--- config.mk ---
export PLATFORM = sky130hd
export DESIGN_NAME = uart_loader
export DESIGN_NICKNAME = d
export VERILOG_FILES = /design/src/rtl/uart_loader.sv
export SDC_FILE = /design/constraint.sdc
export NUM_CORES = 1
export LEC_CHECK = 0
export BUFFER_PORTS_ARGS = -buffer_cell sky130_fd_sc_hd__buf_2
export CORE_ASPECT_RATIO = 1.4
export CORE_MARGIN = 1.5
export CORE_UTILIZATION = 54
export DETAILED_ROUTE_END_ITERATION = 6
export GPL_ROUTABILITY_DRIVEN = 0
export PLACE_DENSITY = 0.83
export SLEW_MARGIN = 25
export SYNTH_ARGS = -nofsm -noshare
export SYNTH_HDL_FRONTEND = slang
export SYNTH_SLANG_ARGS = --single-unit
--- constraint.sdc ---
create_clock -name clk -period 2.25 [get_ports clk]
set_input_delay 0.3375 -clock clk [delete_from_list [all_inputs] [get_ports clk]]
set_output_delay 0.3375 -clock clk [all_outputs]
set_load 0.05 [all_outputs]
--- src/rtl/uart_loader.sv ---
// uart_loader: receives an 8N1 UART byte stream (16-bit big-endian word count N,
// then N big-endian 32-bit words) and writes the words into instruction memory,
// holding the CPU in reset until the load has finished.
// Ports: clk/reset (async, active-low); uart_on enables loading; rx is the serial line;
//   imem_we/imem_addr/imem_wdata form the one-cycle memory write; cpu_hold, done and
//   frame_err (sticky, set by a low stop bit) report status.
module uart_loader #(
  parameter int CLKS_PER_BIT = 868,
  parameter int ADDR_WIDTH   = 8
) (
  input  logic                  clk,
  input  logic                  reset,
  input  logic                  uart_on,
  input  logic                  rx,
  output logic                  imem_we,
  output logic [ADDR_WIDTH-1:0] imem_addr,
  output logic [31:0]           imem_wdata,
  output logic                  cpu_hold,
  output logic                  done,
  output logic                  frame_err
);

  localparam int CNT_W = $clog2(CLKS_PER_BIT) + 1;
  localparam int HALF  = CLKS_PER_BIT / 2;
  localparam logic [16:0] DEPTH = 17'(1) << ADDR_WIDTH;

  // ---------------- receiver ----------------
  typedef enum logic [1:0] {RX_IDLE, RX_START, RX_BITS, RX_STOP} rx_state_t;

  rx_state_t        r_rx_state, w_rx_next;
  logic             r_rx_s1, r_rx_s2, r_rx_prev;
  logic [CNT_W-1:0] r_clk_cnt;
  logic [2:0]       r_bit_idx;
  logic [7:0]       r_shift;
  logic             r_byte_vld;
  logic [7:0]       r_byte;
  logic             w_tick_half, w_tick_bit;

  assign w_tick_half = (r_clk_cnt == CNT_W'(HALF - 1));
  assign w_tick_bit  = (r_clk_cnt == CNT_W'(CLKS_PER_BIT - 1));

  always_ff @(posedge clk or negedge reset) begin
    if (!reset) r_rx_state <= RX_IDLE;
    else        r_rx_state <= w_rx_next;
  end

  always_comb begin
    w_rx_next = r_rx_state;
    case (r_rx_state)
      // Edge rather than level: after a dropped frame the line may still be low.
      RX_IDLE:  if (!r_rx_s2 && r_rx_prev) w_rx_next = RX_START;
      RX_START: if (w_tick_half) w_rx_next = r_rx_s2 ? RX_IDLE : RX_BITS;
      RX_BITS:  if (w_tick_bit && (r_bit_idx == 3'd7)) w_rx_next = RX_STOP;
      RX_STOP:  if (w_tick_bit) w_rx_next = RX_IDLE;
      default:  w_rx_next = RX_IDLE;
    endcase
  end

  always_ff @(posedge clk or negedge reset) begin
    if (!reset) begin
      r_rx_s1    <= 1'b1;
      r_rx_s2    <= 1'b1;
      r_rx_prev  <= 1'b1;
      r_clk_cnt  <= '0;
      r_bit_idx  <= '0;
      r_shift    <= '0;
      r_byte_vld <= 1'b0;
      r_byte     <= '0;
      frame_err  <= 1'b0;
    end else begin
      r_rx_s1    <= rx;
      r_rx_s2    <= r_rx_s1;
      r_rx_prev  <= r_rx_s2;
      r_byte_vld <= 1'b0;
      case (r_rx_state)
        RX_IDLE: begin
          r_clk_cnt <= '0;
          r_bit_idx <= '0;
        end
        RX_START: r_clk_cnt <= w_tick_half ? '0 : r_clk_cnt + 1'b1;
        RX_BITS: begin
          r_clk_cnt <= w_tick_bit ? '0 : r_clk_cnt + 1'b1;
          if (w_tick_bit) begin
            r_shift   <= {r_rx_s2, r_shift[7:1]};  // LSB arrives first
            r_bit_idx <= r_bit_idx + 1'b1;
          end
        end
        RX_STOP: begin
          r_clk_cnt <= w_tick_bit ? '0 : r_clk_cnt + 1'b1;
          if (w_tick_bit) begin
            if (r_rx_s2) begin
              r_byte_vld <= 1'b1;
              r_byte     <= r_shift;
            end else begin
              frame_err <= 1'b1;
            end
          end
        end
        default: r_clk_cnt <= '0;
      endcase
    end
  end

  // ---------------- loader ----------------
  typedef enum logic [2:0] {L_IDLE, L_LEN_HI, L_LEN_LO, L_DATA, L_DONE} ld_state_t;

  ld_state_t   r_ld_state, w_ld_next;
  logic [15:0] r_len;
  logic [15:0] r_word_idx;
  logic [1:0]  r_byte_idx;
  logic [23:0] r_word;
  logic        w_accept, w_last_word, w_in_range;

  // A byte landing in the same cycle as uart_on dropping is discarded.
  assign w_accept    = r_byte_vld && uart_on;
  assign w_last_word = (r_word_idx == (r_len - 16'd1));
  assign w_in_range  = ({1'b0, r_word_idx} < DEPTH);

  always_ff @(posedge clk or negedge reset) begin
    if (!reset) r_ld_state <= L_IDLE;
    else        r_ld_state <= w_ld_next;
  end

  always_comb begin
    w_ld_next = r_ld_state;
    case (r_ld_state)
      L_IDLE:   if (uart_on) w_ld_next = L_LEN_HI;
      L_LEN_HI: if (!uart_on) w_ld_next = L_IDLE;
                else if (w_accept) w_ld_next = L_LEN_LO;
      L_LEN_LO: if (!uart_on) w_ld_next = L_IDLE;
                else if (w_accept) w_ld_next = ({r_len[15:8], r_byte} == 16'd0) ? L_DONE : L_DATA;
      L_DATA:   if (!uart_on) w_ld_next = L_IDLE;
                else if (w_accept && (r_byte_idx == 2'd3) && w_last_word) w_ld_next = L_DONE;
      L_DONE:   w_ld_next = L_DONE;
      default:  w_ld_next = L_IDLE;
    endcase
  end

  always_ff @(posedge clk or negedge reset) begin
    if (!reset) begin
      r_len      <= '0;
      r_word_idx <= '0;
      r_byte_idx <= '0;
      r_word     <= '0;
      imem_we    <= 1'b0;
      imem_addr  <= '0;
      imem_wdata <= '0;
    end else begin
      imem_we <= 1'b0;
      case (r_ld_state)
        L_IDLE: begin
          r_word_idx <= '0;
          r_byte_idx <= '0;
        end
        L_LEN_HI: if (w_accept) r_len[15:8] <= r_byte;
        L_LEN_LO: begin
          r_word_idx <= '0;
          r_byte_idx <= '0;
          if (w_accept) r_len[7:0] <= r_byte;
        end
        L_DATA: if (w_accept) begin
          r_word     <= {r_word[15:0], r_byte};
          r_byte_idx <= r_byte_idx + 1'b1;
          if (r_byte_idx == 2'd3) begin
            // Words beyond memory depth are consumed but never written.
            if (w_in_range) begin
              imem_we    <= 1'b1;
              imem_addr  <= r_word_idx[ADDR_WIDTH-1:0];
              imem_wdata <= {r_word, r_byte};
            end
            r_word_idx <= r_word_idx + 16'd1;
          end
        end
        default: ;
      endcase
    end
  end

  assign done     = (r_ld_state == L_DONE);
  assign cpu_hold = reset && ((r_ld_state == L_LEN_HI) || (r_ld_state == L_LEN_LO) ||
                              (r_ld_state == L_DATA)   || ((r_ld_state == L_IDLE) && uart_on));

endmodule

==> metrics.md, run 1 <==
| Metric | Value |
|---|---|
| Status | complete, but fails checks |
| Failing checks | negative hold slack, negative setup slack |
| Most common cell after layout, fill and taps aside | dfrtp_1 |
| Overall power | 5.80 mW |
| Number of diodes | 0 |
| Arrival time at the worst endpoint | 2640 ps |
| Top FF cell, synth | dfrtp_1 |
| Post-route setup slack | -114 ps |
| Min-delay worst type | in2async |
| Die Ht | 131 um |
| Final setup viols | 9 |
| Layout cells sized above 1 | 41.7% |
| Top cell type's share of synthesized area | 54.0% |
| Placed Area | 0.00694 mm2 |
| Slew margin rel. | 50.0% |
| Drt total wl | 14,300 um |
| CP required | 2520 ps |
| Initial DRC count | 224 |
| Final Non-Filler Cells | 755 |
| Residual DRC | 0 |
| Mean routed wirelength per cell | 18.9 um |
| Final HPWL DP | 8800 um |
| Worst skew pair latency | 420 ps |
| Ports | 48 |
| CP endpoint | r_ld_state[1]$_DFFE_PN0P_ |
| Vias/cell | 5.82 |
| R2r endpoint | r_ld_state[1]$_DFFE_PN0P_ |
| First-pass GRT wire length | 22,500 um |
| Port bufs | 47 |
| Initial antenna violation count | 0 |
| Leading cell types in the layout, fill and taps excluded | dfrtp_1 (136), mux2_2 (86), buf_2 (46) |
| Crit share post-route | 105% |
| Via count | 4,392 |
| Drt first pass iters | 5 |
| Final Critical Period | 2360 ps |
| Initial Util | 55.6% |
| RSZ-0062 raised after global routing | true |
| Chip width | 94.3 um |
| Cells after synthesis | 507 |
| Max Fanout on Critical Path | 3 |
| Final Util | 68.5% |
| Peak VDD IR | 0.704 mV |
| Deepest clock path buffer count | 2 |
| Sink Count | 139 |
| CTS Buf Count | 17 |
| Worst setup path startpoint | r_len[1]$_DFFE_PN0P_ |
| Fmax | 423 MHz |
| Power Dens Cells | 747 mW/mm2 |
| R2R Setup Slk | -110 ps |
| GRT Total Usage | 24.2% |
| Reg2Reg Launch Point | r_len[1]$_DFFE_PN0P_ |
| Worst slack, placed | -223 ps |
| Average size of a mapped cell | 12.4 um2 |
| R2R depth | 8 |
| Ys Warns | 0 |
| Core area | 0.0113 mm2 |
| CTS tree | built |
| Max-slew violations | 0 |
| # nets final | 609 |
| Total of max-cap violations | 0 |
| Final Instance Area | 0.00777 mm2 |
| Worst setup SP type | flip-flop |
| CTS clock-pin slew for the worst setup and hold paths | 60 ps |
| CTS Hold Buffers Added | 0 |
| Setup CP Type | reg2reg |
| Synth async-reset ratio | 100% |
| Post-Syn Area | 0.00631 mm2 |
| Final Skew | 10.3 ps |
| Vias in the first global route | 4,495 |
| Std-Cell Rows | 46 |
| Die area | 0.0123 mm2 |
| Post-route ant nets | 0 |
| Fin. Hold Viols | 7 |
| Clk root buf | clkbuf_16 |
| H-tree Lvls | 4 |
| Post-synth EDFFs | 0 |
| Leak | 3.81 nW |
| Sequential element share of the synthesized area | 55.2% |
| Synth area leader | dfrtp_1 |
| WHS | -10.7 ps |
| Synth cell types | 62 |
| Measured slew at the worst slew-check pin | 750 ps |
| Most area-consuming cells after synthesis | dfrtp_1 (54%), mux2_2 (16%), xor2_1 (3.1%) |
| #FFs+latches synth | 139 |
| Area delta synth->final | 23.1% |
| GRT overflow | 0 |
| Cells after DPL | 714 |
| CP endpoint kind | flip-flop |
| Post-Syn Nets | 518 |
| Largest net degree at the start of global routing | 140 |
==> power by group <==
part	internal (mW)	switching, mW
Sequential	2.55	0.0592
Clock	1.75	1.12
Combinational	0.122	0.198
==> registers in the layout (all words and copies together), names as in the netlist, 2 cells and up, named ones only <==
register    cells
imem_addr       8
imem_wdata     32
r_bit_idx       3
r_byte          8
r_byte_idx      2
r_clk_cnt      11
r_ld_state      3
r_len          16
r_shift         8
r_word         24
r_word_idx     16
==> what timing repair did <==
item | 4_1_cts | 5_1_grt
setup endpoints to repair | 13 | 25
endpoints found under the hold margin | 0 | 0
pin swaps | 9 | 10
setup buffers | 4 | 5
resized for setup | 9 | 17
gates cloned | 1 | 0
==> Yosys cell counts (2+ instances only) <==
cell and number:
dfrtp_1 136, mux2_2 87, nor2_1 36, nand2_1 30, xor2_1 22, xnor2_1 17, nand3_1 13, a21oi_1 11
inv_1 11, o21ai_0 11, buf_2 10, clkbuf_1 10, nor4_1 9, mux2_4 8, nand4_1 8, ha_1 7
or3_1 6, nor3_1 5, and3_1 4, nor3b_1 4, a22o_1 3, dfstp_2 3, nand2b_1 3, nor2b_1 3
or2_2 3, a2111oi_2 2, a31oi_1 2, and2_1 2, and4_1 2, mux2i_1 2, nand3b_1 2, o211ai_1 2
o21bai_1 2, o22ai_1 2, o31a_1 2
==> kinds of logic (layout without fill, tap and decap cells) <==
logic type,count (synthesis),count (layout),synth area share [%]
simple gates,142,143,12.1
flops,139,139,55.2
mux,98,98,17.9
compound gates,49,49,5.48
xor+xnor,39,39,5.42
buf+inv,33,136,2.44
fa+ha+maj,7,7,1.39
==> critical path, stage by stage, from the launching register on <==
cell       delay (ps)
dfrtp_1           390
inv_2              90
ha_4              140
or3b_4            380
or3_1             390
a211oi_2          190
o2111ai_2         160
nor4_4            340
a31oi_1           150
==> stage by stage <==
stage | hold WS, ps | setup TNS (ps)
global placement | 348 | -244
global route | 1.69 | -868
floorplan | 41.9 | 0
finish | -10.7 | -374
CTS | 6.68 | -485
detailed placement | 349 | -598
==> layout make-up <==
cell class / instances / area (um2)
clock buffer: 20 / 467
clock inverter: 12 / 150
fill: 730 / 3570
inverter: 11 / 41.3
multi-input combinational: 336 / 2830
sequential: 139 / 3480
tap: 144 / 180
timing repair buffer: 93 / 619
==> metal layers <==
layer,wire length [um],share of wire (%),global-route usage [%],vias to the layer above
met5,0,0,0,-
met4,540,3.8,12.6,0
met3,541,3.8,6.37,46
met2,7680,54,41.8,129
met1,5490,38,27.3,2220
li1,-,-,-,1997
==> worst min path at each step <==
stage | from | endpoint | slack [ps] | cells past startpoint
after detailed placement | r_rx_s1$_DFF_PN1_ | r_rx_s2$_DFF_PN1_ | 350 | 0
after CTS | rx | r_rx_s1$_DFF_PN1_ | 7 | 1
final | reset | r_word_idx[10]$_DFFE_PN0P_ | -10 | 2
after global routing | rx | r_rx_s1$_DFF_PN1_ | 2 | 1
after global placement | r_rx_s1$_DFF_PN1_ | r_rx_s2$_DFF_PN1_ | 350 | 0
after floorplan | reset | asynchronous set/reset pin | 40 | 0
Power figures use the tool's default switching activity.
==> run 2, diff against run 1 <==
CORE_UTILIZATION = 55   (was 54)
PLACE_DENSITY = 0.81   (was 0.83)
clock period = 2.4 ns   (was 2.25 ns; I/O delays follow)
==> metrics.md, run 2 (same netlist as run 1, synthesis figures left out) <==
| Metric | Value |
|---|---|
| Std-Cell Rows | 46 |
| Number of buffers and inverters on the critical path | 1 |
| Final HPWL DP | 8510 um |
| CTS Buf Count | 17 |
| Slew margin rel. | 52.8% |
| Crit share post-route | 101% |
| Critical path's slowest cell | dfrtp_1 |
| Drt first pass iters | 5 |
| First-pass GRT wire length | 21,700 um |
| CP required | 2690 ps |
| Peak VDD IR | 0.843 mV |
| Placed Area | 0.00682 mm2 |
| Largest regs | imem_wdata: 32 flops, r_word: 24 flops |
| Final Util | 66.6% |
| Port bufs | 47 |
| WHS | 29.4 ps |
| Sink Count | 139 |
| Initial Util | 55.9% |
| Post-route ant nets | 0 |
| Mean routed wirelength per cell | 18.7 um |
| Residual DRC | 0 |
| Setup CP Type | reg2reg |
| CTS clock-pin slew for the worst setup and hold paths | 60 ps |
| Vias/cell | 5.88 |
| Worst skew pair latency | 430 ps |
| Drt total wl | 13,800 um |
| Slowest cell delay on critical path | 400 ps |
| Die Ht | 130 um |
| Post-route setup slack | -16.4 ps |
| Cell family with most CP delay | simple AND/OR/NAND/NOR gates |
| Vias in the first global route | 4,375 |
| RSZ-0062 raised after global routing | true |
| Final Instance Area | 0.00751 mm2 |
| Layout cells sized above 1 | 39.0% |
| Total of max-cap violations | 0 |
| Fin. Hold Viols | 0 |
| Measured slew at the worst slew-check pin | 709 ps |
| Failing checks | negative setup slack |
| Arrival time at the worst endpoint | 2710 ps |
| Deepest clock path buffer count | 2 |
| Leak | 3.67 nW |
| Overall power | 5.08 mW |
| Most common cell after layout, fill and taps aside | dfrtp_1 |
| Via count | 4,336 |
| CTS Hold Buffers Added | 0 |
| Area delta synth->final | 19.1% |
| Final setup viols | 2 |
| Max reg flops | 32 |
| Core area | 0.0113 mm2 |
| CTS tree | built |
| Die area | 0.0121 mm2 |
| Leading cell types in the layout, fill and taps excluded | dfrtp_1 (136), mux2_2 (86), buf_2 (46) |
| Initial antenna violation count | 0 |
| Largest Register | imem_wdata |
| Ports | 48 |
| CP Cell Sequence | inv_2 -> ha_4 -> or3b_4 -> or3_4 -> a211oi_4 -> o2111ai_2 -> nor4_4 -> a31oi_1 |
| Final Critical Period | 2420 ps |
| Max-slew violations | 0 |
| Worst setup SP type | flip-flop |
| Clk root buf | clkbuf_16 |
| GRT Total Usage | 23.4% |
| GRT overflow | 0 |
| Worst slack, placed | -58.5 ps |
| CP endpoint kind | flip-flop |
| Status | complete, but fails checks |
| Largest net degree at the start of global routing | 140 |
| Max Fanout on Critical Path | 5 |
| Chip width | 93.5 um |
| H-tree Lvls | 4 |
| Fmax | 414 MHz |
| Initial DRC count | 331 |
| Number of diodes | 0 |
| Final Skew | 5.43 ps |
| Min-delay worst type | in2reg |
| Power Dens Cells | 676 mW/mm2 |
| # nets final | 592 |
[run 2: changes by cell type in the layout (fill, tap and decap cells not counted), moves of 3 or more]
cell	before	now
buf_4	42	26
clkinv_2	0	4
clkinv_4	1	4
inv_6	5	0
[run 2: power by group]
group	switching, mW	total, mW	internal (mW)
combinational	0.171	0.265	0.0944
sequential	0.0540	2.44	2.39
clock	0.977	2.37	1.39
[run 2: final cells by class]
type / count / area, um2
Clock buffer: 21 / 470
Clock inverter: 10 / 70.1
Fill cell: 783 / 3770
Inverter: 11 / 41.3
Multi-Input combinational cell: 336 / 2780
Sequential cell: 139 / 3480
Tap cell: 144 / 180
Timing Repair Buffer: 76 / 488
[run 2: worst reg2reg max path, cell delays in order, from the launching register on]
cell and delay, ps:
dfrtp_1 400, inv_2 90, ha_4 130, or3b_4 400, or3_4 390, a211oi_4 180
o2111ai_2 180, nor4_4 390, a31oi_1 130
[run 2: what timing repair did]
action | CTS | global route
endpoints found under the setup margin | 3 | 13
cloned | 0 | 1
hold endpoints to repair | 0 | 0
gates resized for setup | 6 | 13
buffers inserted | 4 | 3
pin swaps | 2 | 8
[run 2: final timing paths]
path / to / slack (ps) / start / depth (start not counted)
setup / recovery: r_ld_state[1]$_DFFE_PN0P_ / -20 / r_len[0]$_DFFE_PN0P_ / 8
hold / removal: r_rx_s1$_DFF_PN1_ / 30 / rx / 1
setup reg to reg: r_ld_state[1]$_DFFE_PN0P_ / -20 / r_len[0]$_DFFE_PN0P_ / 8
hold reg to reg: r_rx_s2$_DFF_PN1_ / 360 / r_rx_s1$_DFF_PN1_ / 0
max in group asynchronous: r_len[11]$_DFFE_PN0P_ / 1810 / reset / 2
min in group asynchronous: r_word_idx[10]$_DFFE_PN0P_ / 70 / reset / 2
[run 2: layer usage]
layer	vias up	wire length, um	GRT usage, %
met4	0	638	11.9
met2	181	7000	39.1
met3	49	792	6.24
met5	-	0	0
li1	1942	-	-
met1	2164	5330	27.8
[run 2: through the flow]
| step | cells | TNS [ps] |
|---|---|---|
| floorplan | 507 | 0 |
| finish | 737 | -16.5 |
| global placement | 699 | 0 |
| detailed placement | 699 | -122 |
| CTS | 734 | 0 |
| global route | 737 | -242 |
==> run 3, diff against run 2 <==
CORE_MARGIN = 4   (was 1.5)
CORE_UTILIZATION = 54   (was 55)
PLACE_DENSITY = 0.83   (was 0.81)
clock period = 2.17 ns   (was 2.4 ns; I/O delays follow)
==> metrics.md, run 3 (same netlist as run 1, synthesis figures left out) <==
| Metric | Value |
|---|---|
| Measured slew at the worst slew-check pin | 763 ps |
| Largest regs | imem_wdata: 32 flops, r_word: 24 flops |
| Fin. Hold Viols | 7 |
| Final setup viols | 12 |
| Via count | 4,533 |
| H-tree Lvls | 4 |
| Deepest clock path buffer count | 2 |
| Peak VDD IR | 0.738 mV |
| R2R Setup Slk | -200 ps |
| CTS Buf Count | 17 |
| First-pass GRT wire length | 24,500 um |
| Largest Register | imem_wdata |
| Layout cells sized above 1 | 43.6% |
| Initial antenna violation count | 0 |
| Worst skew pair latency | 420 ps |
| Max-slew violations | 0 |
| Final Non-Filler Cells | 768 |
| Ports | 48 |
| CTS tree | built |
| Die area | 0.0135 mm2 |
| R2R depth | 9 |
| # nets final | 623 |
| GRT Total Usage | 23.1% |
| Std-Cell Rows | 46 |
| Area delta synth->final | 25.1% |
| RSZ-0062 raised after global routing | true |
| Met1 GRT Util | 25.4% |
| Final Util | 69.3% |
| Vias/cell | 5.90 |
| Core area | 0.0114 mm2 |
| Fmax | 422 MHz |
| Final Critical Period | 2370 ps |
| GRT overflow | 0 |
| GRT met3 Usage | 4.93% |
| Mean routed wirelength per cell | 19.4 um |
| CTS clock-pin slew for the worst setup and hold paths | 60 ps |
| Arrival time at the worst endpoint | 2670 ps |
| Grt peak-use layer | met2 |
| Leak | 3.87 nW |
| Chip width | 99.3 um |
| Most common cell after layout, fill and taps aside | dfrtp_1 |
| Largest net degree at the start of global routing | 140 |
| Status | complete, but fails checks |
| Crit share post-route | 109% |
| Worst setup path startpoint | r_len[1]$_DFFE_PN0P_ |
| Reg2Reg Launch Point | r_len[1]$_DFFE_PN0P_ |
| Max reg flops | 32 |
| Sink Count | 139 |
| Total of max-cap violations | 0 |
| Clk root buf | clkbuf_16 |
| Slew margin rel. | 49.1% |
| Die Ht | 136 um |
| Power Dens Cells | 754 mW/mm2 |
| Overall power | 5.95 mW |
| Post-route ant nets | 0 |
| GR Util met2 | 41.2% |
| Setup CP Type | reg2reg |
| Initial Util | 55.3% |
| Min-delay worst type | in2async |
| Vias in the first global route | 4,920 |
| Drt total wl | 14,900 um |
| Placed Area | 0.00705 mm2 |
| CP endpoint kind | flip-flop |
| Final HPWL DP | 9510 um |
| Cells after DPL | 728 |
| Failing checks | negative hold slack, negative setup slack |
| Worst setup SP type | flip-flop |
| Residual DRC | 0 |
| Final Skew | 6.87 ps |
| Drt first pass iters | 5 |
| CP required | 2470 ps |
| R2r endpoint | r_ld_state[2]$_DFFE_PN0P_ |
| Post-route setup slack | -198 ps |
| Port bufs | 47 |
| Max Fanout on Critical Path | 3 |
| CP endpoint | r_ld_state[2]$_DFFE_PN0P_ |
| Leading cell types in the layout, fill and taps excluded | dfrtp_1 (136), mux2_2 (86), buf_4 (54) |
| WHS | -22.3 ps |
| Initial DRC count | 363 |
| Final Instance Area | 0.00789 mm2 |
| Number of diodes | 0 |
[run 3: cell count changes in the layout (fill, tap and decap cells not counted), sizes merged]
cell / change
buf: +30
clkinv: -4
inv: +4
bufinv: +2
clkbuf: -1
clkinvlp: -1
dlygate4sd3: +1
[run 3: critical path, stage by stage (launching register included)]
cell,delay (ps)
dfrtp_1,390
inv_2,90
ha_4,130
or3b_4,390
nand3b_1,290
buf_4,220
mux2i_4,180
a311oi_4,240
nor4_4,100
o31a_1,240
[run 3: area by class of cell]
class	instances	area [um2]
Clock inverter	11	136
Inverter	11	41.3
Timing Repair Buffer	107	731
Tap cell	144	180
Multi-Input combinational cell	336	2870
Fill cell	717	3500
Sequential cell	139	3480
Clock buffer	20	457
[run 3: worst min path at each step]
stage	depth (start not counted)	endpoint	slack, ps	start
after global placement	0	r_rx_s2$_DFF_PN1_	350	r_rx_s1$_DFF_PN1_
final	2	r_word_idx[5]$_DFFE_PN0P_	-20	reset
after global routing	2	r_word_idx[5]$_DFFE_PN0P_	70	reset
after detailed placement	0	r_rx_s2$_DFF_PN1_	350	r_rx_s1$_DFF_PN1_
after floorplan	0	asynchronous set/reset pin	30	reset
after CTS	2	r_word_idx[9]$_DFFE_PN0P_	80	reset
[run 3: timing repair]
| action | in CTS | in global routing |
|---|---|---|
| setup buffers | 5 | 3 |
| hold endpoints to repair | 1 | 0 |
| hold buffers | 1 | 0 |
| cloned | 1 | 0 |
| resized for setup | 14 | 19 |
| pin swaps | 11 | 8 |
| setup endpoints to repair | 22 | 28 |
[run 3: power breakdown]
| group | internal, mW | total (mW) | switching, mW | leakage [nW] |
|---|---|---|---|---|
| logic | 0.140 | 0.354 | 0.213 | 1.67 |
| registers | 2.64 | 2.71 | 0.0652 | 1.91 |
| clock network | 1.77 | 2.89 | 1.13 | 0.289 |
| total | 4.55 | 5.95 | 1.40 | 3.87 |
[run 3: routing by layer]
metal  vias to the layer above  part of all wire [%]
li1                       2012                     -
met1                      2318                    37
met2                       147                    55
met3                        56                   4.0
met4                         0                   4.1
met5                         -                     0
[run 3: through the flow]
stage / setup slack (ps) / TNS (ps)
after floorplan: -47.2 / -379
after global placement: -126 / -412
after detailed placement: -210 / -1240
after CTS: -142 / -972
after global routing: -286 / -1920
final: -198 / -1120
